==> config.mk <==
export PLATFORM = sky130hd
export DESIGN_NAME = bram_req_master_flat
export DESIGN_NICKNAME = d
export VERILOG_FILES = /design/src/rtl/bram_req_master_if.sv /design/src/rtl/bram_req_master.sv /design/src/flat_wrapper.sv
export SDC_FILE = /design/constraint.sdc
export NUM_CORES = 1
export LEC_CHECK = 0
export ABC_CLOCK_PERIOD_IN_PS = 2500
export CORE_MARGIN = 10
export CORE_UTILIZATION = 41
export CTS_CLUSTER_SIZE = 25
export DETAILED_ROUTE_END_ITERATION = 16
export GPL_ROUTABILITY_DRIVEN = 1
export PLACE_DENSITY_LB_ADDON = 0.08
export SLEW_MARGIN = 20
export SYNTH_ARGS = -nofsm -noshare
export SYNTH_HDL_FRONTEND = slang
export SYNTH_SLANG_ARGS = --single-unit
==> constraint.sdc <==
create_clock -name clk_i -period 2.5 [get_ports clk_i]
set_clock_uncertainty 0.15 [all_clocks]
set_input_delay 0.25 -clock clk_i [delete_from_list [all_inputs] [get_ports clk_i]]
set_output_delay 0.25 -clock clk_i [all_outputs]
set_load 0.01 [all_outputs]
==> src/rtl/bram_req_master_if.sv <==
// Core-side req/gnt/rvalid memory bus and single-port BRAM port bundles
// used by bram_req_master.
interface bram_req_master_if #(
    parameter int DATA_WIDTH = 32
);
    localparam int BE_W = DATA_WIDTH / 8;

    logic                  req;
    logic                  gnt;
    logic [31:0]           addr;
    logic                  we;
    logic [BE_W-1:0]       be;
    logic [DATA_WIDTH-1:0] wdata;
    logic                  rvalid;
    logic [DATA_WIDTH-1:0] rdata;

    modport master (output req, addr, we, be, wdata, input gnt, rvalid, rdata);
    modport slave  (input req, addr, we, be, wdata, output gnt, rvalid, rdata);
endinterface

interface bram_port_if #(
    parameter int ADDR_WIDTH = 8,
    parameter int DATA_WIDTH = 32
);
    logic                  en;
    logic [ADDR_WIDTH-1:0] addr;
    logic                  we;
    logic [DATA_WIDTH-1:0] wdata;
    logic [DATA_WIDTH-1:0] rdata;

    modport master (output en, addr, we, wdata, input rdata);
    modport slave  (input en, addr, we, wdata, output rdata);
endinterface

==> src/rtl/bram_req_master.sv <==
// Bridges the core req/gnt/rvalid protocol onto a whole-word-strobe BRAM,
// using a read-modify-write for partial-byte writes.
module bram_req_master #(
    parameter int ADDR_WIDTH = 8,
    parameter int DATA_WIDTH = 32
) (
    input  logic                    clk_i,
    input  logic                    rst_ni,
    bram_req_master_if.slave        core,
    bram_port_if.master             bram
);
    localparam int BE_W = DATA_WIDTH / 8;
    localparam int OFF  = $clog2(BE_W);

    typedef enum logic {IDLE, MERGE} state_e;

    state_e                  state_q, state_d;
    logic                    rvalid_q, rvalid_d;
    logic                    rd_resp_q, rd_resp_d;
    logic [DATA_WIDTH-1:0]   rdata_q, rdata_d;
    logic [ADDR_WIDTH-1:0]   addr_q, addr_d;
    logic [BE_W-1:0]         be_q, be_d;
    logic [DATA_WIDTH-1:0]   wdata_q, wdata_d;

    logic [ADDR_WIDTH-1:0]   req_word_addr;
    logic                    be_full;
    logic                    be_empty;
    logic                    partial_wr;
    logic [DATA_WIDTH-1:0]   merged_data;

    assign req_word_addr = core.addr[OFF+ADDR_WIDTH-1:OFF];
    assign be_full       = &core.be;
    assign be_empty      = ~|core.be;
    assign partial_wr    = core.we && !be_full && !be_empty;

    // Captured write bytes overlay the word read back in the previous cycle.
    generate
        for (genvar gi = 0; gi < BE_W; gi++) begin : g_merge
            assign merged_data[gi*8 +: 8] = be_q[gi] ? wdata_q[gi*8 +: 8]
                                                     : bram.rdata[gi*8 +: 8];
        end
    endgenerate

    always_ff @(posedge clk_i or negedge rst_ni) begin
        if (!rst_ni) begin
            state_q   <= IDLE;
            rvalid_q  <= 1'b0;
            rd_resp_q <= 1'b0;
            rdata_q   <= '0;
            addr_q    <= '0;
            be_q      <= '0;
            wdata_q   <= '0;
        end else begin
            state_q   <= state_d;
            rvalid_q  <= rvalid_d;
            rd_resp_q <= rd_resp_d;
            rdata_q   <= rdata_d;
            addr_q    <= addr_d;
            be_q      <= be_d;
            wdata_q   <= wdata_d;
        end
    end

    always_comb begin
        state_d = state_q;
        case (state_q)
            IDLE:    if (core.req && partial_wr) state_d = MERGE;
            MERGE:   state_d = IDLE;
            default: state_d = IDLE;
        endcase
    end

    always_comb begin
        core.gnt   = 1'b0;
        bram.en    = 1'b0;
        bram.we    = 1'b0;
        bram.addr  = req_word_addr;
        bram.wdata = core.wdata;
        rvalid_d   = 1'b0;
        rd_resp_d  = 1'b0;
        addr_d     = addr_q;
        be_d       = be_q;
        wdata_d    = wdata_q;
        // Latch read data on the response cycle so it holds until the next read.
        rdata_d    = (rvalid_q && rd_resp_q) ? bram.rdata : rdata_q;

        case (state_q)
            IDLE: begin
                core.gnt = core.req;
                if (core.req) begin
                    bram.en   = !(core.we && be_empty);
                    bram.we   = core.we && be_full;
                    rvalid_d  = !partial_wr;
                    rd_resp_d = !core.we;
                    if (partial_wr) begin
                        addr_d  = req_word_addr;
                        be_d    = core.be;
                        wdata_d = core.wdata;
                    end
                end
            end
            MERGE: begin
                bram.en    = 1'b1;
                bram.we    = 1'b1;
                bram.addr  = addr_q;
                bram.wdata = merged_data;
                rvalid_d   = 1'b1;
            end
            default: ;
        endcase

        // Nothing reaches the BRAM while reset is held, so an interrupted RMW never writes.
        if (!rst_ni) begin
            core.gnt = 1'b0;
            bram.en  = 1'b0;
            bram.we  = 1'b0;
        end
    end

    assign core.rvalid = rvalid_q;
    assign core.rdata  = (rvalid_q && rd_resp_q) ? bram.rdata : rdata_q;

endmodule
==> src/flat_wrapper.sv <==
// flat-port wrapper written by rule: the top's interface ports become plain ports
module bram_req_master_flat 
#(
    parameter int ADDR_WIDTH = 8,
    parameter int DATA_WIDTH = 32
)
  (clk_i, rst_ni, core_req, core_addr, core_we, core_be, core_wdata, core_gnt, core_rvalid, core_rdata, bram_en, bram_addr, bram_we, bram_wdata, bram_rdata);
  bram_req_master_if #(.DATA_WIDTH(DATA_WIDTH)) core_i ();
  bram_port_if #(.ADDR_WIDTH(ADDR_WIDTH), .DATA_WIDTH(DATA_WIDTH)) bram_i ();
  input  logic clk_i;
  input  logic rst_ni;
  input wire logic [$bits(core_i.req)-1:0] core_req;
  input wire logic [$bits(core_i.addr)-1:0] core_addr;
  input wire logic [$bits(core_i.we)-1:0] core_we;
  input wire logic [$bits(core_i.be)-1:0] core_be;
  input wire logic [$bits(core_i.wdata)-1:0] core_wdata;
  output wire logic [$bits(core_i.gnt)-1:0] core_gnt;
  output wire logic [$bits(core_i.rvalid)-1:0] core_rvalid;
  output wire logic [$bits(core_i.rdata)-1:0] core_rdata;
  output wire logic [$bits(bram_i.en)-1:0] bram_en;
  output wire logic [$bits(bram_i.addr)-1:0] bram_addr;
  output wire logic [$bits(bram_i.we)-1:0] bram_we;
  output wire logic [$bits(bram_i.wdata)-1:0] bram_wdata;
  input wire logic [$bits(bram_i.rdata)-1:0] bram_rdata;
  assign core_i.req = core_req;
  assign core_i.addr = core_addr;
  assign core_i.we = core_we;
  assign core_i.be = core_be;
  assign core_i.wdata = core_wdata;
  assign core_gnt = core_i.gnt;
  assign core_rvalid = core_i.rvalid;
  assign core_rdata = core_i.rdata;
  assign bram_en = bram_i.en;
  assign bram_addr = bram_i.addr;
  assign bram_we = bram_i.we;
  assign bram_wdata = bram_i.wdata;
  assign bram_i.rdata = bram_rdata;
  bram_req_master #(.ADDR_WIDTH(ADDR_WIDTH), .DATA_WIDTH(DATA_WIDTH)) u_core (.clk_i(clk_i), .rst_ni(rst_ni), .core(core_i), .bram(bram_i));
endmodule
==> results.json <==
{
  "synth_area_leaders": "dfrtp_1 53%, mux2_2 23%, mux2i_1 8.5%",
  "diodes": 0,
  "endpoint_kind": "primary output",
  "clockBufferDepth": 2,
  "core_um2": 8810,
  "syn_area_per_cell_um2": 12.8,
  "antenna_found_initial": 0,
  "cap_viol_max_count": 0,
  "hold_class": "in -> async",
  "wl_per_cell_um": 18.0,
  "leakage_nw": 2.38,
  "outcome": "finished clean",
  "vdd_drop_max_uv": 394,
  "drt-total-wl_mm": 10.2,
  "seq_area_frac_synth": 0.528,
  "worst_slew_pin_slew_ns": 0.518,
  "die_area_um2": 13400,
  "routabilityCongestion": 0.759,
  "drc": 0,
  "yosys.area_share.xor_xnor": 0,
  "finalHoldViolCount": 0,
  "critPathSlowestCell": "clkdlybuf4s50_1",
  "drv_slew": 0,
  "grt_max_degree": 41,
  "grt_usage": 0.154,
  "switching_share": 0.281,
  "firstDrtPassIters": 4,
  "port_buffers": 155,
  "synth_fa_ha_area_frac": 0,
  "slowest_delay_ns": 0.57,
  "drt_iter0_markers": 75,
  "synth_top_family_by_area": "multiplexers",
  "max_freq_mhz": 427,
  "worstPathArrival_ns": 1.94,
  "cts_tree": "built",
  "clock_sinks": 79,
  "synth_top_area_frac": 0.528,
  "dp_hpwl_mm": 7.86,
  "period_share": 0.937,
  "die_x_um": 116,
  "rsz0062_at_grt": "no",
  "design.portCount": 180,
  "fin_cells": 566,
  "vias": 2822,
  "syn_inst": 293,
  "powerDensity_nw_per_um2": 681,
  "crit_type": "in -> out",
  "ys_ff_latch": 79,
  "ys_types": 23,
  "htree_levels": 3,
  "fillCellCount": 711,
  "path_delay_family": "buffers and inverters",
  "placementRows": 34,
  "p_switching_mw": 1.08,
  "numCtsBuffers": 9,
  "crit_chain": "clkdlybuf4s50_1 > and4_1 > a31oi_1 > nor2b_1 > clkdlybuf4s50_1",
  "period_minus_slack_ns": 2.34,
  "root_buffer": "clkbuf_8",
  "start_util": 0.426,
  "postRouteAntennaNets": 0,
  "synth_compound_area_frac": 0.0504,
  "grt_pass1_vias": 3038,
  "drive_gt1_frac": 0.240,
  "final_common_cell": "clkdlybuf4s50_1",
  "start_kind": "input port",
  "setup_viol": 0,
  "dpl.cell_count": 545,
  "required_ns": 2.10,
  "placed_area_um2": 5450,
  "synth-simple-area-share": 0.0551,
  "internal_power_mw": 2.77,
  "nNetsFinal": 557,
  "clk_latency_ns": 0.34,
  "ys_warn_count": 0,
  "clockPowerShare": 0.215,
  "crit_fanout": 3,
  "hold_ws_ns": 0.183,
  "viasPerCell": 4.99,
  "mappedNetlistArea_um2": 3750,
  "crit_buf_inv": 2,
  "grt_pass1_wl_mm": 16.1,
  "path_clk_slew_ns": 0.08,
  "syn_nets": 397,
  "layout_common_cells": "154 x clkdlybuf4s50_1, 78 x mux2_2, 77 x dfrtp_1",
  "max-slew-margin-rel": 0.654,
  "p_seq_frac": 0.445,
  "comb_power_share": 0.340,
  "syn_to_final_growth_pct": 51.1,
  "muxShareOfSynthArea": 0.338,
  "die_height_um": 116,
  "synth_area_leader_cell": "dfrtp_1",
  "final_area_um2": 5660,
  "setup-tns-final_ns": 0,
  "cpMostUsedCell": "clkdlybuf4s50_1",
  "grt_overflow": 0
}
-- layer usage --
layer	global-route usage	wire length [µm]	vias up
met5	0	0	-
met4	0.0507	93	0
met3	0.0708	956	6
met2	0.255	4950	84
met1	0.174	4200	1362
li1	-	-	1370
-- per-stage QoR --
step / worst slack, ns / util / power [mW]
floorplan: 0.711 / - / 2.34
global placement: 0.148 / 0.618 / 3.03
detailed placement: 0.137 / 0.618 / 3.07
CTS: 0.0199 / 0.639 / 3.91
global route: 0.0628 / 0.643 / 4.09
finish: 0.157 / 0.643 / 3.86
-- worst register-to-register path, delay by kind of cell (launching register included) --
family                 cells  cell delay, ns
and+or+nand+nor            2            0.45
DFF                        1            0.56
muxes                      1            0.37
buffers and inverters      2            0.42
-- cell type report --
cell class | count | area (µm²) | area share
Clock buffer | 12 | 145 | 0.0256
Multi-Input combinational cell | 193 | 1660 | 0.294
Timing Repair Buffer | 169 | 1710 | 0.302
Sequential cell | 79 | 1980 | 0.350
Clock inverter | 4 | 22.5 | 0.00398
Tap cell | 108 | 135 | 0.0239
Inverter | 1 | 3.75 | 0.000663
-- synth_stat cells (all sizes together) --
| cell | count |
|---|---|
| a21oi | 32 |
| nor2 | 32 |
| nand2b | 1 |
| inv | 1 |
| o21a | 1 |
| buf | 7 |
| mux2 | 84 |
| a31oi | 1 |
| a21boi | 1 |
| mux2i | 32 |
| nand3b | 1 |
| nand2 | 1 |
| and4 | 1 |
| nor3 | 1 |
| o31ai | 1 |
| nor3b | 1 |
| and3b | 1 |
| clkbuf | 13 |
| dfrtp | 79 |
| nor2b | 1 |
| nor4 | 1 |
-- worst paths after layout --
| path | startpoint | to | slack (ns) | cells after the start |
|---|---|---|---|---|
| setup / recovery | core_be[1] | bram_we | 0.16 | 5 |
| min in group clk_i | u_core.addr_q[7] | u_core.addr_q[7] | 0.34 | 1 |
| hold reg to reg | u_core.addr_q[7] | u_core.addr_q[7] | 0.34 | 1 |
| hold / removal | rst_ni | u_core.rdata_q[27] | 0.18 | 2 |
| max in group asynchronous | rst_ni | u_core.rdata_q[9] | 1.20 | 3 |
| setup reg to reg | u_core.state_q | u_core.wdata_q[28] | 0.43 | 5 |
-- cells by family (layout without fill, tap and decap cells) --
kind of cell / count (synthesis) / after routing
muxes: 116 / 116
DFF: 79 / 79
and+or+nand+nor: 41 / 41
AOI/OAI and AO/OA: 36 / 36
buffers and inverters: 21 / 186
-- power by group through the flow --
stage                     clock network [mW]  logic, mW  registers [mW]
final                                  0.829       1.31            1.72
after global routing                   0.919       1.42            1.76
after CTS                              0.858       1.33            1.72
after detailed placement                   0       1.32            1.75
after global placement                     0       1.30            1.74
after floorplan                            0      0.689            1.65
-- state kept, by name, indices dropped and copies added, names as in the netlist --
| name | flops |
|---|---|
| u_core.addr_q | 8 |
| u_core.core.rvalid | 1 |
| u_core.state_q | 1 |
| u_core.rdata_q | 32 |
| u_core.rd_resp_q | 1 |
| u_core.wdata_q | 32 |
| u_core.be_q | 4 |
-- what timing repair did --
item,4_1_cts,5_1_grt
buffers inserted,0,4
endpoints found under the hold margin,18,0
endpoints found under the setup margin,0,14
hold buffers,1,0
gates resized for setup,0,3
(Power assumes the default switching activity.)
